**src/rtl/bist_pkg.sv**
```systemverilog
// Shared constants for the ALU BIST stimulus generator: FSM encodings,
// LFSR geometry and the bit slices that feed the CUT operands and opcode.
package bist_pkg;

    localparam int LFSR_W = 16;

    // Taps at bits 15, 13, 12 and 10 give a maximal-length sequence (period 65535).
    localparam logic [LFSR_W-1:0] LFSR_TAPS = 16'hB400;

    localparam int PAT_A_LSB  = 0;
    localparam int PAT_A_MSB  = 7;
    localparam int PAT_B_LSB  = 8;
    localparam int PAT_B_MSB  = 15;
    localparam int PAT_OP_LSB = 11;
    localparam int PAT_OP_MSB = 13;

    localparam logic [2:0] ST_IDLE    = 3'd0;
    localparam logic [2:0] ST_CLEAR   = 3'd1;
    localparam logic [2:0] ST_RUN     = 3'd2;
    localparam logic [2:0] ST_CAPTURE = 3'd3;
    localparam logic [2:0] ST_DONE    = 3'd4;

    function automatic logic [LFSR_W-1:0] lfsr_next(input logic [LFSR_W-1:0] cur);
        return {cur[LFSR_W-2:0], ^(cur & LFSR_TAPS)};
    endfunction

endpackage

```
**src/rtl/bist_lfsr16.sv**
```systemverilog
// 16-bit Fibonacci LFSR with synchronous load; load has priority over advance.
module bist_lfsr16
    import bist_pkg::*;
#(
    parameter logic [LFSR_W-1:0] SEED = 16'hACE1
) (
    input  logic              clk,
    input  logic              reset,
    input  logic              load,
    input  logic [LFSR_W-1:0] load_val,
    input  logic              advance,
    output logic [LFSR_W-1:0] q
);

    logic [LFSR_W-1:0] lfsr_d;
    logic [LFSR_W-1:0] lfsr_q;

    always_comb begin
        lfsr_d = lfsr_q;
        if (load) begin
            lfsr_d = load_val;
        end else if (advance) begin
            lfsr_d = lfsr_next(lfsr_q);
        end
    end

    always_ff @(posedge clk or posedge reset) begin
        if (reset) begin
            lfsr_q <= SEED;
        end else begin
            lfsr_q <= lfsr_d;
        end
    end

    assign q = lfsr_q;

endmodule

```
**src/rtl/bist_pattern_gen.sv**
```systemverilog
// Sequences one BIST run: clear the signature analyzer, apply NUM_PATTERNS
// pseudo-random vectors to the ALU under test, strobe the signature, report done.
module bist_pattern_gen
    import bist_pkg::*;
#(
    parameter int                NUM_PATTERNS = 255,
    parameter logic [LFSR_W-1:0] SEED         = 16'hACE1,
    parameter int                CNT_W        = 16
) (
    input  logic              clk,
    input  logic              reset,
    input  logic              start,
    input  logic              abort,
    input  logic [LFSR_W-1:0] seed_in,
    output logic [7:0]        pat_a,
    output logic [7:0]        pat_b,
    output logic [2:0]        pat_op,
    output logic              pat_valid,
    output logic              sa_clear,
    output logic              sig_capture,
    output logic              busy,
    output logic              done,
    output logic [CNT_W-1:0]  pattern_count
);

    if (NUM_PATTERNS < 1 || longint'(NUM_PATTERNS) > ((longint'(1) << CNT_W) - 1)) begin : g_bad_params
        $error("bist_pattern_gen: NUM_PATTERNS must lie in 1..2^CNT_W-1");
    end

    localparam logic [CNT_W-1:0] LAST_COUNT = CNT_W'(NUM_PATTERNS);

    logic [2:0]        state_d;
    logic [2:0]        state_q;
    logic [CNT_W-1:0]  count_d;
    logic [CNT_W-1:0]  count_q;
    logic [LFSR_W-1:0] last_d;
    logic [LFSR_W-1:0] last_q;
    logic              lfsr_load;
    logic              lfsr_advance;
    logic [LFSR_W-1:0] lfsr_seed;
    logic [LFSR_W-1:0] lfsr_val;
    logic [LFSR_W-1:0] vec;

    // An all-zero seed would lock the LFSR, so fall back to the built-in seed.
    assign lfsr_seed = (seed_in == '0) ? SEED : seed_in;

    bist_lfsr16 #(
        .SEED (SEED)
    ) u_lfsr (
        .clk      (clk),
        .reset    (reset),
        .load     (lfsr_load),
        .load_val (lfsr_seed),
        .advance  (lfsr_advance),
        .q        (lfsr_val)
    );

    always_comb begin
        state_d      = state_q;
        count_d      = count_q;
        last_d       = last_q;
        lfsr_load    = 1'b0;
        lfsr_advance = 1'b0;
        case (state_q)
            ST_IDLE, ST_DONE: begin
                if (abort) begin
                    state_d = ST_IDLE;
                end else if (start) begin
                    state_d   = ST_CLEAR;
                    count_d   = '0;
                    lfsr_load = 1'b1;
                end
            end
            ST_CLEAR: begin
                count_d = '0;
                state_d = abort ? ST_IDLE : ST_RUN;
            end
            ST_RUN: begin
                // The vector on the pins this cycle counts even if abort arrives with it.
                count_d      = count_q + CNT_W'(1);
                last_d       = lfsr_val;
                lfsr_advance = 1'b1;
                if (abort) begin
                    state_d = ST_IDLE;
                end else if (count_d == LAST_COUNT) begin
                    state_d = ST_CAPTURE;
                end
            end
            ST_CAPTURE: begin
                state_d = abort ? ST_IDLE : ST_DONE;
            end
            default: begin
                state_d = ST_IDLE;
            end
        endcase
    end

    always_ff @(posedge clk or posedge reset) begin
        if (reset) begin
            state_q <= ST_IDLE;
            count_q <= '0;
            last_q  <= '0;
        end else begin
            state_q <= state_d;
            count_q <= count_d;
            last_q  <= last_d;
        end
    end

    always_comb begin
        vec = '0;
        if (state_q == ST_RUN) begin
            vec = lfsr_val;
        end else if (state_q == ST_CAPTURE || state_q == ST_DONE) begin
            vec = last_q;
        end
    end

    assign pat_a         = vec[PAT_A_MSB:PAT_A_LSB];
    assign pat_b         = vec[PAT_B_MSB:PAT_B_LSB];
    assign pat_op        = vec[PAT_OP_MSB:PAT_OP_LSB];
    assign pat_valid     = (state_q == ST_RUN);
    assign sa_clear      = (state_q == ST_CLEAR);
    assign sig_capture   = (state_q == ST_CAPTURE);
    assign busy          = (state_q == ST_CLEAR) || (state_q == ST_RUN) || (state_q == ST_CAPTURE);
    assign done          = (state_q == ST_DONE);
    assign pattern_count = count_q;

endmodule
```
**config.mk**
```make
export PLATFORM = sky130hd
export DESIGN_NAME = bist_pattern_gen
export DESIGN_NICKNAME = d
export VERILOG_FILES = /design/src/rtl/bist_pkg.sv /design/src/rtl/bist_lfsr16.sv /design/src/rtl/bist_pattern_gen.sv
export SDC_FILE = /design/constraint.sdc
export NUM_CORES = 1
export LEC_CHECK = 0
export ABC_AREA = 1
export CORE_ASPECT_RATIO = 0.8
export CORE_MARGIN = 3
export CORE_UTILIZATION = 30
export DETAILED_ROUTE_END_ITERATION = 8
export GPL_ROUTABILITY_DRIVEN = 0
export PLACE_DENSITY = 0.55
export SLEW_MARGIN = 20
export SYNTH_ARGS = -nofsm -noshare
export SYNTH_HDL_FRONTEND = slang
export SYNTH_SLANG_ARGS = --single-unit
```
**constraint.sdc**
```tcl
create_clock -name clk -period 2 [get_ports clk]
set_input_delay 0.4 -clock clk [delete_from_list [all_inputs] [get_ports clk]]
set_output_delay 0.4 -clock clk [all_outputs]
set_load 0.005 [all_outputs]
```
==> Yosys cells after proc, flatten, opt, wreduce, memory -nomap -nowiden <==
Cells that the tools add are included.
{ "classes": {"add_sub_neg": 1, "eq_ne": 9, "muxes": 19, "n_reduce_logical": 11} }
{ "ops": {"columns": ["op", "count"], "rows": [
  ["$mux W16", 7],
  ["$pmux W16 S3", 1],
  ["$add A16 B1 Y16 const B", 1],
  ["$eq A16 B8 Y1 const B", 1],
  ["$logic_not A16 Y1", 1],
  ["$reduce_xor A16 Y1", 1],
  ["$mux W3", 5],
  ["$pmux W3 S4", 1],
  ["$eq A3 B2 Y1 const B", 2],
  ["$mux W1", 4],
  ["$ne A2 B2 Y1 const B", 2],
  ["$eq A3 B1 Y1 const B", 1],
  ["$eq A3 B3 Y1 const B", 1],
  ["$logic_not A3 Y1", 1],
  ["$logic_or A1 B1 Y1", 3],
  ["$ne A3 B2 Y1 const B", 1],
  ["$ne A3 B3 Y1 const B", 1],
  ["$reduce_and A3 Y1", 1],
  ["$reduce_bool A3 Y1", 1],
  ["$mux W2", 1],
  ["$reduce_and A2 Y1", 1],
  ["$reduce_bool A2 Y1", 1],
  ["$reduce_or A2 Y1", 1]
]} }
{ "totals": {"register_bits": 51, "inputBits": 20, "output_inout_bits": 40, "word_cells": 44} }

==> Longest topological paths before layout <==
{ "logic_depth": {"word_depth": 5, "ltp_mapped": 14} }

==> Modules after synthesis <==
From an unflattened synthesis, not the netlist that was laid out.
{ "unflattened": {"hier_cells": 391, "area_unflattened_um2": 2852.7} }
{ "modules_own_cells": {"columns": ["mod", "instances", "cells_per_inst", "area_per_inst_um2", "seq_area_each_um2"], "rows": [
  ["bist_pattern_gen", 1, 302, 2057.0, 875.8],
  ["bist_lfsr16", 1, 89, 795.8, 410.4]
]} }

==> Worst setup path after synthesis <==
OpenSTA, ideal clock, no wires.
{ "synth_timing": {"path_type": "reg2out", "from": "reg state_q[0]", "to": "out pat_op[0]", "arrival_time_ns": 1.491, "t_required_ns": 1.600, "setup_slack_ns": 0.109, "stages_incl_launch_ff": 8, "cell_sequence": "dfrtp_1 nor2_1 inv_2 nor2_1 nor2_1 clkbuf_2 o21ai_0 buf_4"} }
{ "synth_between": {"elab_chain_cells": 4} }
{ "synth_rtl": {"columns": ["item", "line", "source"], "rows": [
  ["start, declared", "bist_pattern_gen.sv:33", "logic [2:0] state_q;"],
  ["start signal, assigned", "bist_pattern_gen.sv:104", "state_q <= state_d;"],
  ["$eq A3 B3 Y1", null, null],
  ["named net done", "bist_pattern_gen.sv:22", "output logic done,"],
  ["$logic_or A1 B1 Y1", "bist_pattern_gen.sv:114", "end else if (state_q == ST_CAPTURE || state_q == ST_DONE) begin"],
  ["$mux W16", "bist_pattern_gen.sv:114", null],
  ["$mux W16", "bist_pattern_gen.sv:112", "if (state_q == ST_RUN) begin"],
  ["end, declared", "bist_pattern_gen.sv:17", "output logic [2:0] pat_op,"]
]} }
The timed path passes the listed nets, and every way through them passes these cells.

==> Final worst setup path <==
{ "layout_timing": {"from": "reg state_q[0]", "to": "out pat_op[2]"} }
{ "layout_between": {"elab_chain_cells": 4} }
{ "layout_rtl": {"columns": ["item", "line"], "rows": [
  ["$eq A3 B2 Y1 or $eq A3 B3 Y1 (tied branches)", "bist_pattern_gen.sv:114"],
  ["$logic_or A1 B1 Y1", "bist_pattern_gen.sv:114"],
  ["$mux W16", "bist_pattern_gen.sv:114"],
  ["$mux W16 (*)", "bist_pattern_gen.sv:112"]
]} }
Every way passes the cells marked *; elsewhere a longest branch is shown, timed or not.

==> flow_summary.ini <==
[timing]
setup_viol = 11
max_freq_ghz = 0.491
worst_pin_slew_ns = 0.395
final-hold-violation-count = 0
period_minus_slack_ns = 2.04
maxSlewHeadroom = 0.736
finalClockSkew_ns = 0.00802
fin_tns_setup_ns = -0.290
timing.final.crit_share = 1.02
grt_setup_unrepaired = true
setup_slack_ns = -0.0358
slew_viol_final = 0

[detailed_routing]
ant_nets = 0
drtPass1Iterations = 5
wl_per_cell_microns = 14.1
drtIter0Drc = 121
vias = 2733
viasPerCell = 4.68
drc = 0
finalWirelength_microns = 8220

[logic_synthesis]
synth_top_area_cell = dfrtp_1
synth_area_leaders = dfrtp_1, nand2_1, o21ai_0
ys_seq_area_frac = 0.467
syn_nets = 387
synthDominantCellAreaShare = 0.391
synth-seq-cells = 51
yosysWarnings = 0
synthCells = 365
synth.avg_cell_area_sq_um = 7.54
ys_types = 31
syn_area_sq_mm = 0.00275

[cts]
clk_pin_slew_ns = 0.07
cts.sinks = 51
clk_latency_ns = 0.29
numCtsBuffers = 5
cts_buffer_depth = 2
htreeDepth = 2
clock_tree.root_cell = clkbuf_16
cts_tree = done

[global_route]
grt_max_degree = 37
grt_first_pass_wirelength_microns = 13000
antenna_found_initial = 0
grt_pass1_vias = 2579
grtUsageTotal = 0.155
grt_overflow = 0

[flow_run]
cap_violations = 0

[worst_setup_path]
startpoint = state_q[0]$_DFFE_PP0P_
critical-path-top-delay-family = buffers and inverters
r2r-start = state_q[2]$_DFFE_PP0P_
path_class = register to primary output
worstPathMaxFanout = 4
crit_buf_inv = 4
max_stage_delay_ns = 0.42
critPathArrivalTime_ns = 1.64
path_cells = buf_6 > nor3_4 > buf_6 > buf_8 > nand2_4 > o21ai_2 > buf_2
crit_top_cell = buf_6
crit_end = pat_op[2]
rr_endpoint = pattern_count[3]$_DFFE_PP0P_
worstSetupStartpointType = register
worstPathRequired_ns = 1.60
rr_worst_depth = 11
r2r_slack_ns = 0.09
endpoint_kind = primary output
cp.depth = 7
slowest_stage = dfrtp_1

[die]
die_h_microns = 91.7
die_w_microns = 113
dieArea_sq_mm = 0.0104
num_io_pins = 60
coreArea_sq_mm = 0.00871
start_util = 0.316
rows = 30

[final_layout]
layout.nets = 493
syn_to_final_growth_pct = 50.8
instances_no_fill = 584
final_common_cell = nand2_1
final_cell_mix = nand2_1, inv_1, dfrtp_1, clkdlybuf4s50_1
drive_gt1_frac = 0.297
n_antenna_cell = 0

[pwr]
powerDensity_mw_per_mm2 = 1060
power_mw = 4.41
p_leak_nw = 2.04
vdd_drop_max_uv = 698

[place]
io_buffers = 59
dp_cells = 553
dp_hpwl_microns = 5660

[run_status]
outcome = finished, violations left
failed_checks = setup timing

[hold_path]
hp-class = input pin to asynchronous set/reset pin
[cells in the mapped netlist]
cell type and number:
nand2_1 98, inv_1 49, o21ai_0 44, dfrtp_1 43, nor2_1 37, nand3_1 17
o22ai_1 9, dfstp_2 8, a31oi_1 7, buf_2 6, nand4_1 6, nand2_2 5
buf_4 4, nor2_2 4, nor2_4 3, nor3_1 3, a21oi_1 2, ha_1 2
inv_2 2, o211ai_1 2, o21ai_1 2, xnor2_1 2, xor2_1 2, a22o_1 1
and2_1 1, clkbuf_1 1, clkbuf_2 1, clkinv_1 1, nand3_2 1, nor3_4 1
o22ai_2 1
[cells by family after synthesis]
family | after synthesis | synth area share
AOI/OAI and AO/OA | 68 | 0.137
xor gates and xnor gates | 4 | 0.0127
adders and majority gates | 2 | 0.00909
buffers and inverters | 64 | 0.0959
DFF | 51 | 0.467
and+or+nand+nor | 176 | 0.279
[metrics by stage]
stage / util / hold slack, ns / worst slack [ns] / instance area, sq um
5_1_grt: 0.477 / 0.446 / -0.120 / 4150
4_1_cts: 0.455 / 0.429 / -0.114 / 3960
2_1_floorplan: - / 0.442 / 0.109 / 2750
3_3_place_gp: 0.420 / 0.457 / -0.340 / 3660
3_5_place_dp: 0.420 / 0.459 / -0.469 / 3660
6_report: 0.477 / 0.411 / -0.0358 / 4150
[registers in the layout (all words and copies together), names as in the netlist]
register	count
pattern_count	16
u_lfsr.q	16
state_q	3
last_q	16
[worst min-delay path by stage]
stage,start,end,cells past startpoint
after global placement,u_lfsr.q[9]$_DFFE_PP0P_,u_lfsr.q[9]$_DFFE_PP0P_,2
after floorplan,u_lfsr.q[1]$_DFFE_PP0P_,u_lfsr.q[1]$_DFFE_PP0P_,2
after CTS,reset,last_q[11]$_DFFE_PP0P_,2
final,reset,last_q[13]$_DFFE_PP0P_,2
after global routing,reset,last_q[13]$_DFFE_PP0P_,2
after detailed placement,u_lfsr.q[9]$_DFFE_PP0P_,u_lfsr.q[9]$_DFFE_PP0P_,2
[metal layers]
layer | vias to the layer above | GRT usage | routed length, microns
li1 | 1383 | - | -
met1 | 1287 | 0.233 | 4090
met2 | 54 | 0.234 | 3720
met3 | 9 | 0.0277 | 296
met4 | 0 | 0.0320 | 105
met5 | - | 0 | 0
[layout make-up]
| class | instances | area, sq um |
|---|---|---|
| fillers | 861 | 4560 |
| repair buffers | 111 | 973 |
| flip-flops and latches | 51 | 1290 |
| clock buffers | 6 | 129 |
| multi-input cells | 250 | 1390 |
| inverters | 52 | 199 |
| well taps | 112 | 140 |
| clock inverters | 2 | 37.5 |
[worst reg2reg max path, delay by kind of cell, from the launching register on]
family	cells	cell delay [ns]
buffers and inverters	7	0.92
DFF	1	0.44
AOI/OAI and AO/OA	2	0.33
and+or+nand+nor	2	0.13
[where the power goes]
| part | leakage, nW | internal, mW | switching, mW |
|---|---|---|---|
| logic | 1.32 | 0.822 | 0.925 |
| clock network | 0.0771 | 0.592 | 0.381 |
| registers | 0.642 | 1.44 | 0.255 |
| total | 2.04 | 2.85 | 1.56 |
[repair_timing]
item	4_1_cts	5_1_grt
pin swaps	1	5
setup buffers	12	13
hold buffers	0	0
setup endpoints to repair	23	37
resized for setup	111	58
endpoints found under the hold margin	0	0
gates cloned	2	0
Note: power is estimated with default switching activity, not from simulation.
